**src/rtl/stream_stats_dpcp.sv**
```systemverilog
// Per-block statistic (sum, sum of |x|, max, min) over COUNT signed samples.
// Result registered on the last accept; valid the next cycle, held until result_ready.
module stream_stats_dpcp #(
  parameter  int WIDTH = 8,
  parameter  int COUNT = 8,
  localparam int CNTW  = $clog2(COUNT),
  localparam int ACCW  = WIDTH + CNTW + 1
) (
  input  logic                   clk,
  input  logic                   reset,
  input  logic                   start,
  input  logic [1:0]             mode,
  input  logic signed [WIDTH-1:0] datain,
  input  logic                   datain_valid,
  output logic                   datain_ready,
  output logic signed [ACCW-1:0] result,
  output logic                   result_valid,
  input  logic                   result_ready,
  output logic                   busy
);

  typedef enum logic [1:0] {S_IDLE, S_LOAD, S_DONE} state_t;

  localparam logic [CNTW:0] LAST_IDX = (CNTW+1)'(COUNT - 1);

  state_t                 state_q;
  logic [1:0]             mode_q;
  logic [CNTW:0]          cnt_q;
  logic signed [ACCW-1:0] acc_q, acc_d;
  logic signed [ACCW-1:0] result_q;
  logic                   ready_q, valid_q, busy_q;

  logic                   accept;
  logic signed [WIDTH:0]  x_ext, x_abs;
  logic signed [ACCW-1:0] x_acc, abs_acc, term;

  assign accept = ready_q && datain_valid;

  // |x| at WIDTH+1 bits keeps |-2^(WIDTH-1)| exact; it is non-negative so zero-extend.
  always_comb begin
    x_ext   = {datain[WIDTH-1], datain};
    x_abs   = x_ext[WIDTH] ? -x_ext : x_ext;
    x_acc   = {{(ACCW-WIDTH){datain[WIDTH-1]}}, datain};
    abs_acc = {{(ACCW-WIDTH-1){1'b0}}, x_abs};
    term    = (mode_q == 2'd1) ? abs_acc : x_acc;
    acc_d   = acc_q;
    if (cnt_q == '0) begin
      acc_d = term;
    end else begin
      case (mode_q)
        2'd0, 2'd1: acc_d = acc_q + term;
        2'd2:       acc_d = (x_acc > acc_q) ? x_acc : acc_q;
        default:    acc_d = (x_acc < acc_q) ? x_acc : acc_q;
      endcase
    end
  end

  always_ff @(posedge clk or negedge reset) begin
    if (!reset) begin
      state_q  <= S_IDLE;
      mode_q   <= 2'd0;
      cnt_q    <= '0;
      acc_q    <= '0;
      result_q <= '0;
      ready_q  <= 1'b0;
      valid_q  <= 1'b0;
      busy_q   <= 1'b0;
    end else begin
      case (state_q)
        S_IDLE: begin
          if (start) begin
            mode_q  <= mode;
            cnt_q   <= '0;
            state_q <= S_LOAD;
            ready_q <= 1'b1;
            busy_q  <= 1'b1;
          end
        end
        S_LOAD: begin
          if (accept) begin
            acc_q <= acc_d;
            cnt_q <= cnt_q + 1'b1;
            if (cnt_q == LAST_IDX) begin
              result_q <= acc_d;
              state_q  <= S_DONE;
              ready_q  <= 1'b0;
              valid_q  <= 1'b1;
            end
          end
        end
        S_DONE: begin
          if (result_ready) begin
            state_q <= S_IDLE;
            valid_q <= 1'b0;
            busy_q  <= 1'b0;
          end
        end
        default: begin
          state_q <= S_IDLE;
          ready_q <= 1'b0;
          valid_q <= 1'b0;
          busy_q  <= 1'b0;
        end
      endcase
    end
  end

  assign datain_ready = ready_q;
  assign result_valid = valid_q;
  assign result       = result_q;
  assign busy         = busy_q;

endmodule

```
**config.mk**
```make
export PLATFORM = sky130hd
export DESIGN_NAME = stream_stats_dpcp
export DESIGN_NICKNAME = d
export VERILOG_FILES = /design/src/rtl/stream_stats_dpcp.sv
export SDC_FILE = /design/constraint.sdc
export NUM_CORES = 1
export LEC_CHECK = 0
export CAP_MARGIN = 20
export CORE_MARGIN = 2
export CORE_UTILIZATION = 64
export CTS_BUF_LIST = sky130_fd_sc_hd__clkbuf_2 sky130_fd_sc_hd__clkbuf_4 sky130_fd_sc_hd__clkbuf_8
export DETAILED_ROUTE_END_ITERATION = 12
export PLACE_DENSITY = 0.95
export SLEW_MARGIN = 10
export SYNTH_ARGS = -nofsm -noshare
export SYNTH_HDL_FRONTEND = slang
export SYNTH_SLANG_ARGS = --single-unit
```
**constraint.sdc**
```tcl
create_clock -name clk -period 5.22 [get_ports clk]
set_clock_uncertainty 0.05 [all_clocks]
set_input_delay 1.566 -clock clk [delete_from_list [all_inputs] [get_ports clk]]
set_output_delay 1.566 -clock clk [all_outputs]
set_load 0.01 [all_outputs]
```
; ---- Yosys cells after proc, flatten, opt, wreduce, memory -nomap -nowiden
; Cells that the tools add are included.
[classes]
addsub = 3
n_shift = 0
bitwise = 3
n_mux = 23
magnitude_cmp = 2
eq_ne = 9
div = 0
n_mul = 0
reduce_logical = 14
[op_table]
columns = cell, n
row1 = 12-bit two-way mux, 4
row2 = 12-bit case mux with 2 select lines, 1
row3 = 12-bit adder, 1
row4 = 8-bit by 12-bit > comparator with 1-bit output, 1
row5 = 8-bit by 12-bit less-than comparator with 1-bit output, 1
row6 = 4-bit AND reduction, 3
row7 = 9-bit two-way mux, 1
row8 = 8-bit negator with 9-bit output, 1
row9 = 1-bit case mux with 3 select lines, 3
row10 = 3-bit AND reduction, 3
row11 = 2-bit two-way mux, 4
row12 = 4-bit two-way mux, 2
row13 = "2-bit inequality test, second input constant", 4
row14 = 4-bit case mux with 2 select lines, 1
row15 = 1-bit two-way mux, 6
row16 = 2-bit case mux with 3 select lines, 1
row17 = "4-bit by 1-bit adder with 4-bit output, second input constant", 1
row18 = "2-bit by 1-bit equality test with 1-bit output, second input constant", 2
row19 = "2-bit equality test, second input constant", 2
row20 = "4-bit by 3-bit equality test with 1-bit output, second input constant", 1
row21 = 2-bit zero test, 2
row22 = 4-bit zero test, 1
row23 = 2-bit AND reduction, 2
row24 = 1-bit inverter, 3
row25 = other kinds (3), 3
[totals]
regBits = 35
out_inout_bits = 15
mem_count = 0
input_bits = 15
mem_bits_rw = 0
latchBits = 0
mem_bits_ro = 0

; ---- Logic depth before layout (Yosys ltp)
; Gate-level depths: netlist (run 1).
[logic_depth]
word_depth = 6
mapped_depth = 13

; ---- Least setup slack after synthesis (run 1)
; Ideal clock, no wire load.
[synth_path]
path_kind = input to register
from = input port datain[0]
to = register acc_q[11]
t_arrival_ns = 4.126
n_path_buf = 0
path_stages = 12
path_slack_ns = 0.903
setup_ns = 0.141
path_cell_list = inv_1 > ha_1 > mux2i_1 > inv_1 > ha_1 > a211oi_1 > o211ai_1 > a41oi_1 > mux2_2 > o2111a_1 > a311oi_1 > a31oi_1
[synth_via]
elab_chain_cells = 6
word_cells_on_any_way = 10
[synth_lines]
columns = element, line
row1 = start: declaration, 13  ; input logic signed [WIDTH-1:0] datain,
row2 = 8-bit negator with 9-bit output, 42  ; x_abs = x_ext[WIDTH] ? -x_ext : x_ext;
row3 = 9-bit two-way mux, 42
row4 = 12-bit two-way mux, 45  ; term = (mode_q == 2'd1) ? abs_acc : x_acc;
row5 = 12-bit adder, 51  ; 2'd0, 2'd1: acc_d = acc_q + term;
row6 = 12-bit case mux with 2 select lines *, 50  ; case (mode_q)
row7 = 12-bit two-way mux *, 47  ; if (cnt_q == '0) begin
row8 = end signal: assignment, 63  ; acc_q <= '0;
row9 = end signal: assignment, 81  ; acc_q <= acc_d;
row10 = end: declaration, 29  ; logic signed [ACCW-1:0] acc_q, acc_d;
; Every way passes the cells marked *; elsewhere a longest branch is shown, timed or not.
; A chain may end at the register's enable or synchronous reset.

; ---- Worst setup path in the final report (run 1)
[layout_path]
from = input port datain[1]
to = register acc_q[11]
; The elaborated chain is that of the path after synthesis.

==> run summary, run 1 <==
vias after detailed routing: 2883
Total Wirelength: 8347 um
final net count: 422
maximum vdd drop: 429.5 uV
Port-buffer cells: 29
Clock Pin Slew Worst Setup and Hold Paths: 0.08 ns
# fillers: 267
CTS Buf Count: 5
worst-path fanout max: 6
DRC viols: 0
startpoint class of the critical path: primary input
Final Max Slew Viols: 0
#FFs+latches synth: 35
Tot Pwr: 2.476 mW
initial antenna violation count: 0
routing usage on met3: 0.05204
Tmin final: 4.900 ns
sequential cell area fraction in the yosys report: 0.2974
cts repair resizes: 0
met1 Use GR: 0.4638
core area: 0.004384 mm2
Die Wd: 71.84 um
area fraction of the dominant cell type after synthesis: 0.2974
All-Layer GR Usage: 0.3408
DP Wirelength: 5932 um
reg2reg path depth: 12
Fmax achieved: 204.1 MHz
distinct cell type count after synthesis: 57
Sw Pwr: 1.169 mW
worst reg2reg setup slack: 1.11 ns
Reg-to-Reg Start: mode_q[1]$_DFFE_PN0P_
# setup viols final: 0
maxcap violations: 0
min-delay src: result_valid$_DFFE_PN0P_
worst slew pin tran: 0.9612 ns
share of power burned in registers: 0.220
final hold vios: 0
I/O pins: 30
commonest non-fill, non-tap cells in the layout: 38 x nand2_1, 35 x o21ai_0, 35 x dfrtp_1, 29 x clkdlybuf4s50_1, 28 x ha_1
Pre-antenna DRT Iters: 5
Critical path origin: datain[1]
grt total ovfl: 0
number of enable flip-flop cells after synthesis: 0
Clock Tree Root: clkbuf_8
area grow syn2layout: 17.03%
clk_lat worst skew: 0.29 ns
Initial Util: 0.6718
Sw Ratio: 0.4724
cell count after synthesis: 342
Clk pwr share: 0.102
floorplan die height: 71.84 um
met2 global-route usage: 0.5422
mapped cell area: 0.002945 mm2
Hold Path Class: reg -> reg
Crit Path Category: in -> reg
global-route wire length before repair: 13650 um
Slew headroom: 0.3543
most used routing layer: met2
Ys Warns: 0
Area contributors post-synth: dfrtp_1 30%, ha_1 12%, o21ai_0 5.9%
WHS Path Cells: 2
vias in the first global route: 2823
Logic pwr share: 0.678
Max Root-Sink Buffers: 2
leakage: 1.574 nW
Via density: 6.689
CTS Hold Bufs: 0
P per Cell Area: 718.2 mW/mm2
Rows: 24
CTS tree: built
pin count of the biggest net entering global routing: 36
DIE AREA: 0.005161 mm2
largest area contributor in the netlist: dfrtp_1
setup_tns: 0 ns
post-CTS setup repair buffer count: 0
syn_area_per_cell: 8.612 um2
Starting DRT DRC Count: 332
asr flop ratio synth: 1.000
most common library cell in the layout ignoring fill and taps: nand2_1
status: finished, final reports clean
CP arrival: 4.99 ns
Int Pwr: 1.306 mW
final antenna-violating net count: 0
Final GP Congestion: 0.9411
WL/cell: 19.37 um
CP endpoint kind: flip-flop
H-tree depth: 2
CTS sink count: 35
period utilization: 0.9387
CP required: 5.31 ns
main flop type after synthesis: dfrtp_1
layout cell share with drive strength beyond 1: 0.1187
# diodes: 0
RSZ-0062 raised after global routing: false
syn nets: 386
layer usage:
metal	wire, um	vias up
met5	0	-
met4	315	0
met3	697	35
met2	3867	163
met1	3466	1371
li1	-	1314
state kept, by name, indices dropped and copies added (netlist names):
name,cells
acc_q,12
result,12
cnt_q,4
mode_q,2
state_q,2
busy,1
datain_ready,1
result_valid,1
critical path, cell delays in order:
cell and delay [ns]:
clkdlybuf4s50_1 0.59, inv_1 0.08, ha_1 0.27, mux2i_1 0.17
inv_1 0.08, ha_1 0.32, a211oi_1 0.38, o211ai_1 0.19
a41oi_1 0.33, mux2_2 0.39, o2111a_1 0.24, a311oi_1 0.26
a31oi_1 0.13
stage by stage:
step / utilization / cells / hold slack [ns] / setup WS [ns] / area, um2
global route: 0.7862 / 431 / 0.4496 / 0.1106 / 3447
finish: 0.7862 / 431 / 0.4281 / 0.3200 / 3447
global placement: 0.7606 / 423 / 0.4110 / 0.2418 / 3334
floorplan: - / 342 / 0.4406 / 0.9030 / 2945
CTS: 0.7862 / 431 / 0.4326 / 0.3639 / 3447
detailed placement: 0.7606 / 423 / 0.4135 / 0.1287 / 3334
Yosys cell counts (all sizes together) (4+ instances only):
master and instances:
a21o 6, nand2 38, dfrtp 35, and3 4, xor2 7, mux2 13, o21ai 35, ha 28
or3 4, a21oi 16, nand4 4, a31oi 8, inv 25, nand2b 4, o211ai 4, nor3 6
xnor2 8, a221oi 4, nand3 5, clkbuf 9, mux2i 9, o22ai 9, nor2 22
layout make-up:
| type | instances | area [um2] | area share |
|---|---|---|---|
| timing repair buffer | 41 | 380.4 | 0.1103 |
| clock buffer | 5 | 68.82 | 0.01996 |
| multi-input combinational | 270 | 1919 | 0.5568 |
| inverter | 25 | 93.84 | 0.02722 |
| sequential | 35 | 875.8 | 0.2541 |
| clock inverter | 3 | 43.79 | 0.01270 |
| tap | 52 | 65.06 | 0.01887 |
cells by family (layout without fill, tap and decap cells):
group | Yosys count | count (layout) | share of synthesized area
and+or+nand+nor | 100 | 100 | 0.1653
muxes | 22 | 22 | 0.08156
AOI/OAI and AO/OA | 104 | 104 | 0.2345
buffers and inverters | 37 | 74 | 0.05098
adders and majority gates | 29 | 29 | 0.1257
DFF | 35 | 35 | 0.2974
xor gates and xnor gates | 15 | 15 | 0.04461
power by group through the flow:
stage	clock [mW]	sequential [mW]	combinational, mW
after floorplan	0	0.508	1.14
after global placement	0	0.533	1.56
after detailed placement	0	0.539	1.61
after CTS	0.252	0.538	1.64
after global routing	0.265	0.560	1.81
final	0.253	0.545	1.68
worst paths after layout:
kind	end
worst max-delay path	acc_q[11]$_DFFE_PN0P_
worst min-delay path	result_valid$_DFFE_PN0P_
worst max register to register	acc_q[11]$_DFFE_PN0P_
worst min register to register	result_valid$_DFFE_PN0P_
max in group asynchronous	result[7]$_DFFE_PN0P_
min in group asynchronous	acc_q[4]$_DFFE_PN0P_
No activity file was read; power rests on OpenSTA's default activity.
==> run 2, diff against run 1 <==
SETUP_SLACK_MARGIN = 0.3   (was default)
==> run 2 against run 1 <==
Final area up 0.76%. Critical path type unchanged. Largest power group unchanged. First-iteration DRC count up 13%. Die area is the same. Clock-buffer cell count is the same. Hold slack got worse by 0.0011 ns. Wire length is 3.4% higher. Highest routed layer unchanged. Via count is 2.4% higher.
==> run summary, run 2 (synthesis results as in run 1) <==
status: finished, final reports clean
Clk pwr share: 0.100 (-0.002)
Reg-to-Reg Start: mode_q[1]$_DFFE_PN0P_
final net count: 422 (unchanged)
Logic pwr share: 0.682 (+0.004)
layout cell share with drive strength beyond 1: 0.1293 (+0.01055)
Clock Pin Slew Worst Setup and Hold Paths: 0.08 ns (about the same)
Port-buffer cells: 29 (unchanged)
CP endpoint kind: flip-flop
most common library cell in the layout ignoring fill and taps: nand2_1
Hold EP: result_valid$_DFFE_PN0P_
All-Layer GR Usage: 0.3408 (unchanged)
Via density: 6.849 (+2.4%)
Sw Pwr: 1.203 mW (+2.9%)
FF-to-FF End: acc_q[11]$_DFFE_PN0P_
WL/cell: 20.02 um (+3.4%)
Max Root-Sink Buffers: 2 (unchanged)
maximum vdd drop: 428.9 uV (-0.14%)
initial antenna violation count: 0 (unchanged)
DRC viols: 0 (unchanged)
setup_tns: 0 ns (unchanged)
CTS Hold Bufs: 0 (unchanged)
vias after detailed routing: 2952 (+2.4%)
Pre-antenna DRT Iters: 5 (unchanged)
global-route wire length before repair: 13650 um (unchanged)
pin count of the biggest net entering global routing: 36 (unchanged)
share of power burned in registers: 0.217 (-0.003)
Final GP Congestion: 0.9411 (unchanged)
startpoint class of the critical path: primary input
CTS tree: built
worst slew pin tran: 0.9713 ns (+0.01008 ns)
period utilization: 0.9016 (-0.03708)
Fmax achieved: 212.5 MHz (+4.1%)
pre-CTS WS: 0.1287 ns (unchanged)
WHS Path Cells: 2 (unchanged)
final antenna-violating net count: 0 (unchanged)
CTS sink count: 35 (unchanged)
min setup slack post-route: 0.5136 ns (+0.1936 ns)
Total Wirelength: 8630 um (+3.4%)
worst-path fanout max: 6 (unchanged)
Final Max Slew Viols: 0 (unchanged)
# diodes: 0 (unchanged)
grt total ovfl: 0 (unchanged)
CP required: 5.31 ns (about the same)
CTS Buf Count: 5 (unchanged)
Crit Path Category: in -> reg
floorplan die height: 71.84 um (unchanged)
leakage: 1.587 nW (+0.82%)
final hold vios: 0 (unchanged)
maxcap violations: 0 (unchanged)
Sw Ratio: 0.4775 (+0.005115)
RSZ-0062 raised after global routing: false
post-CTS setup repair buffer count: 0 (unchanged)
commonest non-fill, non-tap cells in the layout: 38 x nand2_1, 35 x o21ai_0, 35 x dfrtp_1, 28 x ha_1, 28 x clkdlybuf4s50_1
Initial Util: 0.6718 (unchanged)
vias in the first global route: 2823 (unchanged)
P per Cell Area: 725.3 mW/mm2 (+0.98%)
Slew headroom: 0.3475 (-0.006770)
Starting DRT DRC Count: 374 (+13%)
worst reg2reg setup slack: 1.17 ns (+0.06 ns)
# setup viols final: 0 (unchanged)
DIE AREA: 0.005161 mm2 (unchanged)
Die Wd: 71.84 um (unchanged)
reg2reg path depth: 12 (unchanged)
final instance area: 0.003473 mm2 (+0.76%)
core area: 0.004384 mm2 (unchanged)
# fillers: 264 (-1.1%)
CP arrival: 4.79 ns (-0.20 ns)
Rows: 24 (unchanged)
Clock Tree Root: clkbuf_8
I/O pins: 30 (unchanged)
H-tree depth: 2 (unchanged)
cts repair resizes: 0 (unchanged)
clk_lat worst skew: 0.29 ns (about the same)
Area after DPL: 0.003334 mm2 (unchanged)
Tmin final: 4.706 ns (-0.1936 ns)
min-delay src: result_valid$_DFFE_PN0P_
DP Wirelength: 5932 um (unchanged)
Int Pwr: 1.316 mW (+0.77%)
Hold Path Class: reg -> reg
area grow syn2layout: 17.93%
-- run 2: cell types whose count changed in the layout (fill, tap and decap cells not counted), sizes merged --
cell,delta
clkdlybuf4s50,-1
dlymetal6s2s,+1
-- run 2: worst max-delay path by stage --
stage,start,end,slack (ns),depth (start not counted)
finish,datain[7],acc_q[11]$_DFFE_PN0P_,0.51,12
global route,datain[0],acc_q[11]$_DFFE_PN0P_,0.33,13
CTS,datain[1],acc_q[11]$_DFFE_PN0P_,0.36,13
detailed placement,datain[1],acc_q[11]$_DFFE_PN0P_,0.13,13
global placement,datain[1],acc_q[11]$_DFFE_PN0P_,0.24,13
floorplan,datain[0],acc_q[11]$_DFFE_PN0P_,0.90,12
-- run 2: area by class of cell --
type	instances	area, um2	share of cell area
flip-flops and latches	35	875.8	0.2522
inverters	25	93.84	0.02702
clock buffers	5	68.82	0.01981
multi-input cells	270	1943	0.5594
repair buffers	41	382.9	0.1102
clock inverters	3	43.79	0.01261
well taps	52	65.06	0.01873
-- run 2: power groups by stage --
stage | Sequential [mW] | Clock, mW | Combinational, mW
2_1_floorplan | 0.508 | 0 | 1.14
3_3_place_gp | 0.533 | 0 | 1.56
3_5_place_dp | 0.539 | 0 | 1.61
4_1_cts | 0.538 | 0.252 | 1.64
5_1_grt | 0.562 | 0.265 | 1.84
6_report | 0.548 | 0.252 | 1.72
-- run 2: routing by layer --
layer  part of all wire  vias up  global-route usage
met5                  0        -                   0
met4              0.048        0              0.1468
met3              0.084       51             0.05204
met2               0.46      184              0.5422
met1               0.41     1400              0.4638
li1                   -     1317                   -
-- run 2: worst max-delay path: stages --
cell and delay, ns:
clkdlybuf4s50_1 0.52, nand3_1 0.23, mux2i_1 0.29, inv_1 0.09, ha_1 0.33, a211oi_2 0.31
o211ai_1 0.19, a41oi_2 0.25, mux2_2 0.38, o2111a_1 0.26, a311oi_2 0.23, a31oi_1 0.13
-- run 2: stage by stage --
step	instances	total power [mW]	hold WS (ns)	util
2_1_floorplan	342	1.644	0.4406	-
3_3_place_gp	423	2.092	0.4110	0.7606
3_5_place_dp	423	2.153	0.4135	0.7606
4_1_cts	431	2.429	0.4326	0.7862
5_1_grt	431	2.670	0.4496	0.7922
6_report	431	2.519	0.4270	0.7922
